[src/rtl/relay_pkg.sv]
// Shared state encoding and link marker constants for the relay transmitter.
// No logic of its own; pure types, constants and marker helper functions.
// Start markers are 8 bits; end markers are left-aligned in a 32-bit word.
package relay_pkg;

  typedef enum logic [2:0] {
    ST_IDLE,
    ST_PRE,
    ST_START,
    ST_DATA,
    ST_END
  } state_t;

  localparam logic [7:0]  READER_START = 8'hc0;
  localparam logic [7:0]  TAG_START    = 8'hf0;
  localparam logic [31:0] READER_END   = 32'hc0000000;
  localparam logic [23:0] TAG_END      = 24'h000000;

  // Width of the per-segment bit counter (holds bits remaining minus one).
  localparam int CNT_W = 8;

  // Start marker left-aligned in the 32-bit marker shift register.
  function automatic logic [31:0] start_word(input logic tag);
    return tag ? {TAG_START, 24'h000000} : {READER_START, 24'h000000};
  endfunction

  // End marker left-aligned in the 32-bit marker shift register.
  function automatic logic [31:0] end_word(input logic tag);
    return tag ? {TAG_END, 8'h00} : READER_END;
  endfunction

  // End marker length minus one (the first bit is emitted on load).
  function automatic logic [CNT_W-1:0] end_bits_m1(input logic tag);
    return tag ? CNT_W'(23) : CNT_W'(31);
  endfunction

endpackage

[src/rtl/relay_bit_clk.sv]
// Free-running bit-period divider producing a one-cycle bit_edge strobe.
// Strobe is high in the last clock of each bit, so registers fed by it change as the divider wraps to 0.
// No backpressure: the divider never stalls.
module relay_bit_clk #(
  parameter int DIV_LOG2 = 4
) (
  input  logic clk,
  input  logic rst,
  output logic bit_edge
);

  logic [DIV_LOG2-1:0] div;

  // Divider counts continuously; its wrap marks each bit boundary.
  always_ff @(posedge clk or posedge rst) begin
    if (rst) div <= '0;
    else     div <= div + DIV_LOG2'(1);
  end

  assign bit_edge = (div == '1);

endmodule

[src/rtl/relay_frame_tx.sv]
// Relay link transmitter: frames ARM-side bytes as preamble, start marker, payload, end marker on relay_out.
// First payload bit appears (PREAMBLE_BITS+8) bit periods after the accepting bit edge; 1 bit per 2**BIT_DIV_LOG2 clocks.
// tx_ready pulses once per byte taken at byte boundaries; starving tx_valid ends the frame (underrun). Optional RELAY_ABORT_EN adds abort.
module relay_frame_tx
  import relay_pkg::*;
#(
  parameter int BIT_DIV_LOG2  = 4,
  parameter int PREAMBLE_BITS = 16
) (
  input  logic       ck_1356meg,
  input  logic       reset,
  input  logic       role,
  input  logic [7:0] tx_byte,
  input  logic       tx_valid,
  input  logic       tx_last,
`ifdef RELAY_ABORT_EN
  input  logic       abort,
`endif
  output logic       tx_ready,
  output logic       relay_out,
  output logic       busy,
  output logic       underrun
);

  state_t           state, state_n;
  logic             bit_edge;
  logic             role_q, role_n;
  logic [31:0]      mark_sr, mark_n;
  logic [7:0]       data_sr, data_n;
  logic             last_q, last_n;
  logic [CNT_W-1:0] bit_cnt, cnt_n;
  logic             out_n, busy_n, under_n;
  logic             load_byte, load_end;
  logic             abort_any;

  relay_bit_clk #(
    .DIV_LOG2 (BIT_DIV_LOG2)
  ) u_bit_clk (
    .clk      (ck_1356meg),
    .rst      (reset),
    .bit_edge (bit_edge)
  );

`ifdef RELAY_ABORT_EN
  logic abort_pend;
  logic in_frame;

  assign in_frame  = (state == ST_PRE) || (state == ST_START) || (state == ST_DATA);
  assign abort_any = in_frame && (abort || abort_pend);

  // Hold an abort until the bit or byte boundary where it redirects the frame to END.
  always_ff @(posedge ck_1356meg or posedge reset) begin
    if (reset) abort_pend <= 1'b0;
    else       abort_pend <= abort_any &&
                             ((state_n == ST_PRE) || (state_n == ST_START) || (state_n == ST_DATA));
  end
`else
  assign abort_any = 1'b0;
`endif

  // Next-state and datapath decisions; everything moves only on a bit edge.
  always_comb begin
    state_n   = state;
    role_n    = role_q;
    mark_n    = mark_sr;
    data_n    = data_sr;
    last_n    = last_q;
    cnt_n     = bit_cnt;
    out_n     = relay_out;
    busy_n    = busy;
    under_n   = underrun;
    tx_ready  = 1'b0;
    load_byte = 1'b0;
    load_end  = 1'b0;
    if (bit_edge) begin
      case (state)
        ST_IDLE: begin
          out_n = 1'b0;
          if (tx_valid) begin
            // Frame accepted: role is frozen here, the preamble starts (all zeros).
            state_n = ST_PRE;
            role_n  = role;
            under_n = 1'b0;
            busy_n  = 1'b1;
            mark_n  = '0;
            cnt_n   = CNT_W'(PREAMBLE_BITS - 1);
          end
        end
        ST_PRE, ST_START: begin
          if (abort_any) begin
            load_end = 1'b1;
          end else if (bit_cnt != '0) begin
            {out_n, mark_n} = {mark_sr, 1'b0};
            cnt_n           = bit_cnt - CNT_W'(1);
          end else if (state == ST_PRE) begin
            state_n         = ST_START;
            {out_n, mark_n} = {start_word(role_q), 1'b0};
            cnt_n           = CNT_W'(7);
          end else if (tx_valid) begin
            load_byte = 1'b1;
          end else begin
            under_n  = 1'b1;
            load_end = 1'b1;
          end
        end
        ST_DATA: begin
          if (bit_cnt != '0) begin
            {out_n, data_n} = {data_sr, 1'b0};
            cnt_n           = bit_cnt - CNT_W'(1);
          end else if (last_q || abort_any) begin
            load_end = 1'b1;
          end else if (tx_valid) begin
            load_byte = 1'b1;
          end else begin
            under_n  = 1'b1;
            load_end = 1'b1;
          end
        end
        ST_END: begin
          if (bit_cnt != '0) begin
            {out_n, mark_n} = {mark_sr, 1'b0};
            cnt_n           = bit_cnt - CNT_W'(1);
          end else begin
            state_n = ST_IDLE;
            out_n   = 1'b0;
            busy_n  = 1'b0;
          end
        end
        default: begin
          state_n = ST_IDLE;
          out_n   = 1'b0;
          busy_n  = 1'b0;
        end
      endcase

      if (load_byte) begin
        tx_ready        = 1'b1;
        state_n         = ST_DATA;
        {out_n, data_n} = {tx_byte, 1'b0};
        last_n          = tx_last;
        cnt_n           = CNT_W'(7);
      end
      if (load_end) begin
        state_n         = ST_END;
        {out_n, mark_n} = {end_word(role_q), 1'b0};
        cnt_n           = end_bits_m1(role_q);
      end
    end
  end

  // State and datapath registers; async reset drops the line immediately.
  always_ff @(posedge ck_1356meg or posedge reset) begin
    if (reset) begin
      state     <= ST_IDLE;
      role_q    <= 1'b0;
      mark_sr   <= '0;
      data_sr   <= '0;
      last_q    <= 1'b0;
      bit_cnt   <= '0;
      relay_out <= 1'b0;
      busy      <= 1'b0;
      underrun  <= 1'b0;
    end else begin
      state     <= state_n;
      role_q    <= role_n;
      mark_sr   <= mark_n;
      data_sr   <= data_n;
      last_q    <= last_n;
      bit_cnt   <= cnt_n;
      relay_out <= out_n;
      busy      <= busy_n;
      underrun  <= under_n;
    end
  end

endmodule

[config.mk]
export PLATFORM = sky130hd
export DESIGN_NAME = relay_frame_tx
export DESIGN_NICKNAME = d
export VERILOG_FILES = /design/src/rtl/relay_pkg.sv /design/src/rtl/relay_bit_clk.sv /design/src/rtl/relay_frame_tx.sv
export SDC_FILE = /design/constraint.sdc
export NUM_CORES = 1
export LEC_CHECK = 0
export ABC_AREA = 1
export CAP_MARGIN = 20
export CORE_MARGIN = 4
export CORE_UTILIZATION = 45
export DETAILED_ROUTE_END_ITERATION = 10
export PLACE_DENSITY_LB_ADDON = 0.25
export SLEW_MARGIN = 20
export SYNTH_ARGS = -nofsm -noshare
export SYNTH_HDL_FRONTEND = slang
export SYNTH_HIERARCHICAL = 1
export SYNTH_SLANG_ARGS = --single-unit
[constraint.sdc]
create_clock -name ck_1356meg -period 2.33 [get_ports ck_1356meg]
set_input_delay 0.233 -clock ck_1356meg [delete_from_list [all_inputs] [get_ports ck_1356meg]]
set_output_delay 0.233 -clock ck_1356meg [all_outputs]
set_load 0.01 [all_outputs]
== Word-level counts from Yosys, hierarchy flattened ==
Index checks and enable logic that the tools add are counted.
Storage, ports and cells
  bits in registers: 60
  logic and storage cells: 113
Operators by class
  bitwise operators: 1
  reductions and logical operators: 19
  eq/ne operators: 22
  add/sub/neg operators: 2
  multiplexer cells: 59
Operators by type and width (number)
  $mux 32: 6
  $pmux 32 s3: 1
  $mux 8: 9
  $mux 30: 1
  $mux 1: 28
  $ne 4x4->1 const B: 6
  $pmux 8 s3: 1
  $mux 3: 6
  $ne 2x2->1 const B: 6
  $pmux 3 s4: 1
  $reduce_and 5->1: 2
  $ne 3x3->1 const B: 3
  $pmux 1 s3: 3
  $reduce_and 3->1: 3
  $reduce_bool 8->1: 1
  $sub 8x1->8 const B: 1
  $reduce_and 7->1: 1
  $eq 3x2->1 const B: 2
  $reduce_and 6->1: 1
  $ne 5x5->1 const B: 1
  $reduce_bool 5->1: 1
  $add 4x1->4 const B: 1
  $eq 4x4->1 const B: 1
  $mux 4: 1
  other kinds (13): 16

== Longest topological paths before layout ==
  depth after elaboration: 7
  depth in mapped cells: 12
  depth with buffers taken out: 12

== Modules after synthesis ==
Netlist, hierarchy kept.
By module, submodules not included
  relay_frame_tx: cells an instance 238, area each 1652.8 µm², instances 1, seq. area each 650.6 µm²
  relay_bit_clk: cells an instance 15, area each 158.9 µm², instances 1, seq. area each 100.1 µm²

== Worst setup path before layout ==
OpenSTA, ideal clock, no wires.
  path type: reg2reg
  start: reg bit_cnt[0]
  end: reg data_sr[2]
  slack: 611 ps
  buffers on the path: 1
  data arrival time: 1599 ps
  required time: 2209 ps
  cell stages (with the launch flop): 13
  cells stage by stage: dfrtp_1 > inv_1 > ha_1 > nand3_1 > nor2_4 > nand2_2 > nor2_2 > nand2_2 > nand2_2 > inv_2 > buf_6 > nand2_1 > o21ai_2
Between the ends
  cells in the longest elaborated chain, start to end: 6
  elaborated cells between the ends (all ways): 9
RTL lines
  from (decl): RTL line relay_frame_tx.sv:31  | logic [CNT_W-1:0] bit_cnt, cnt_n;
  from (signal assigned): RTL line relay_frame_tx.sv:169  | bit_cnt <= cnt_n;
  $reduce_bool 8->1 *: RTL line relay_frame_tx.sv:92, relay_frame_tx.sv:107
  $mux 1, on equally long branches: RTL line relay_frame_tx.sv:107, relay_frame_tx.sv:92
  $pmux 1 s2: RTL line relay_frame_tx.sv:76  | case (state)
  $mux 1: RTL line relay_frame_tx.sv:75  | if (bit_edge) begin
  $reduce_bool 2->1 (no source line)
  $reduce_and 3->1 (no source line)
  to (signal assigned): RTL line relay_frame_tx.sv:167  | data_sr <= data_n;
  to (decl): RTL line relay_frame_tx.sv:29  | logic [7:0] data_sr, data_n;
Every way passes the cells marked *; elsewhere a longest branch is shown, timed or not. The select of a mux whose other input is x is not followed.
A chain may end at the register's enable or synchronous reset.

== Worst setup path after layout ==
  start: reg bit_cnt[0]
  end: out tx_ready
Between the ends
  cells in the longest elaborated chain, start to end: 6
  elaborated cells between the ends (all ways): 7
RTL lines
  $reduce_bool 8->1 *: RTL line relay_frame_tx.sv:92, relay_frame_tx.sv:107
  $mux 1, on equally long branches: RTL line relay_frame_tx.sv:107, relay_frame_tx.sv:92
  $pmux 1 s2 *: RTL line relay_frame_tx.sv:76
  $mux 1 *: RTL line relay_frame_tx.sv:75
  $mux 1 *: RTL line relay_frame_tx.sv:136  | if (load_byte) begin
  $mux 1 *: RTL line relay_frame_tx.sv:75
  to (decl): RTL line relay_frame_tx.sv:19  | output logic tx_ready,
Marks and branches as above.

==> qor.csv <==
stage;metric;value;unit
outcome;outcome;finished clean;
layout;final_cell_mix;65 x nand2_1, 35 x inv_1, 33 x nor2_1, 30 x dfrtp_1, 22 x nand3_1;
routing;via_per_inst;4.94;
critical_path;crit_path_max_incr_delay;0.39;ns
layout;fin_cells;326;
routing;post_drt_wl_per_cell;11.1;um
layout;postLayoutCoreUtil;56.9;%
worst_hold_path;holdCritPathClass;in -> async;
synthesis;synth_edf_count;0;
placement;dp_cells;318;
routing;drc;0;
placement;gp_congestion;0.875;
placement;hpwl;2680;um
critical_path;crit_buf_inv;3;
critical_path;critPathKind;reg -> out;
critical_path;cp-start-kind;flip-flop;
synthesis;synthCells;253;
grt;antenna_found_initial;0;
routing;drt_wl_total;3630;um
critical_path;rr_worst_depth;11;
sta;rsz0062_at_grt;false;
placement;dpl_worst_slack;0.201;ns
critical_path;slowest_stage;dfrtp_1;
critical_path;r2r_setup_slack;0.42;ns
grt;grt_max_degree;27;
critical_path;rr_endpoint;bit_cnt[7];
sta;final.setup.tns;0;ns
clock_tree;cts_setup_buffers;0;
clock_tree;cts_htree_levels;2;
synthesis;synth_fp_nets;268;
sta;setup_violations;0;
critical_path;crit_required;2.10;ns
sta;setup_slack;0.170;ns
power_and_ir_drop;power_density;539;nW/um^2
floorplanning;ios;17;
synthesis;async_reset_ff_share;100;%
floorplanning;die_w;71.5;um
routing;drt_iter0_markers;128;
power_and_ir_drop;power.leakage;1.13;nW
layout;drive_gt1_share;12.9;%
clock_tree;clockBufferDepth;2;
sta;fin_crit_sh;92.7;%
sta;fmax;463;MHz
grt;grt-ovfl-total;0;
clock_tree;clk_latency;0.29;ns
layout;num-nets-final;292;
critical_path;critical_path_arrival;1.93;ns
layout;num_antenna_cells;0;
layout;design_area;2150;um^2
clock_tree;cts_tree;yes;
clock_tree;cts_buffers;5;
placement;placed_area;2040;um^2
floorplanning;fp-row-count;22;
synthesis;ys_seq_area_share;41.4;%
sta;worst_pin_slew;0.416;ns
floorplanning;dieArea;5110;um^2
power_and_ir_drop;total_power;1.16;mW
synthesis;yosys_warnings;6;
sta;hold-worst-slack;0.164;ns
job;drv_cap;0;
grt;grt_pass1_vias;1399;
routing;vias;1611;
sta;maxSlewHeadroom;72.3;%
critical_path;cp_top_family;simple AND/OR/NAND/NOR gates;
grt;grt_first_pass_wirelength;6320;um
floorplanning;core_area;3770;um^2
layout;final_common_cell;nand2_1;
grt;grtUsageTotal;15.7;%
placement;port_buffers;16;
floorplanning;die_y;71.5;um
synthesis;avgSynthCellArea;7.16;um^2
sta;min_period;2.16;ns
clock_tree;cts.clk_slew.worst_paths;0.07;ns
routing;ant_nets;0;
clock_tree;cts_root_buf;clkbuf_8;
sta;hold_violations;0;
critical_path;path_cells;inv_1, ha_1, nand3_1, nor2_4, nand2_2, nor2_2, nand2_2, inv_1, dlygate4sd2_1;
floorplanning;initial_utilization;48.0;%
critical_path;cp-end-kind;output port;
layout;area_delta_synth_final;18.5;%
synthesis;ys_ff_latch;30;
sta;fin_skew;0.00647;ns
routing;first_pass_iters;4;
synthesis;synth_top_flop_cell;dfrtp_1;
synthesis;synth_area;1810;um^2
clock_tree;clkSinkCount;30;
synthesis;post_synth_num_cell_types;26;
critical_path;cp_max_fo;4;
power_and_ir_drop;ir_worst_vdd;365;uV
sta;finalMaxSlewViolations;0;
critical_path;reg2reg_from;bit_cnt[0];
sequential cells by signal, summed over array words and instances (netlist names):
register / flops
bit_cnt: 8
busy: 1
data_sr: 7
last_q: 1
mark_sr: 3
relay_out: 1
role_q: 1
state: 3
u_bit_clk/div: 4
underrun: 1
worst register-to-register path: cells and delay by family, from the launching register on:
family / cells / cell delay, ns
buffers and inverters: 3 / 0.36
adder cells (fa/ha/maj): 1 / 0.23
flip-flops: 1 / 0.36
AO/OA/AOI/OAI: 1 / 0.20
AND/OR/NAND/NOR: 6 / 0.65
final cells by class:
class / instances / area, um^2
fillers: 364 / 1620
multi-input cells: 180 / 888
flip-flops and latches: 30 / 751
repair buffers: 19 / 181
inverters: 41 / 156
clock buffers: 8 / 110
well taps: 48 / 60.1
cell usage after synthesis, types with 2 or more instances:
| cell type | n | area, um^2 |
|---|---|---|
| a21oi_1 | 4 | 20.0 |
| dfrtp_1 | 30 | 751 |
| ha_1 | 2 | 25.0 |
| inv_1 | 35 | 131 |
| inv_2 | 5 | 18.8 |
| nand2_1 | 65 | 244 |
| nand2_2 | 3 | 18.8 |
| nand3_1 | 22 | 110 |
| nand3_2 | 3 | 30.0 |
| nand4_1 | 7 | 43.8 |
| nor2_1 | 33 | 124 |
| nor2_2 | 4 | 25.0 |
| nor3_1 | 2 | 10.0 |
| o21ai_0 | 18 | 90.1 |
| o21ai_1 | 4 | 20.0 |
| o21ai_2 | 5 | 43.8 |
| xor2_1 | 2 | 17.5 |
report_power, final:
| group | switching (mW) | internal, mW | total [mW] |
|---|---|---|---|
| Clock | 0.196 | 0.298 | 0.494 |
| Combinational | 0.0679 | 0.0478 | 0.116 |
| Sequential | 0.0122 | 0.537 | 0.549 |
worst max-delay path by stage:
stage / cells after the start / endpoint / start
final: 9 / tx_ready / bit_cnt[0]
after global routing: 9 / tx_ready / bit_cnt[0]
after CTS: 9 / tx_ready / bit_cnt[0]
after detailed placement: 8 / tx_ready / tx_valid
after global placement: 8 / tx_ready / tx_valid
after floorplan: 12 / data_sr[2] / bit_cnt[0]
per-layer routing:
metal	global-route usage (%)	routed length [um]
met5	0	0
met1	21.7	1750
met2	22.6	1590
met4	6.68	77
met3	5.05	209
repair_timing:
item,in CTS,in global routing
gates resized for setup,1,0
hold buffers,0,0
endpoints found under the setup margin,1,0
cells by family (layout without fill, tap and decap cells):
logic type / Yosys count / count (layout) / share of synthesized area, %
compound gates: 34 / 34 / 10.9
buf+inv: 43 / 68 / 9.53
flops: 30 / 30 / 41.4
xor+xnor: 2 / 2 / 0.967
fa+ha+maj: 2 / 2 / 1.38
simple gates: 142 / 142 / 35.8
Power figures use the tool's default switching activity.
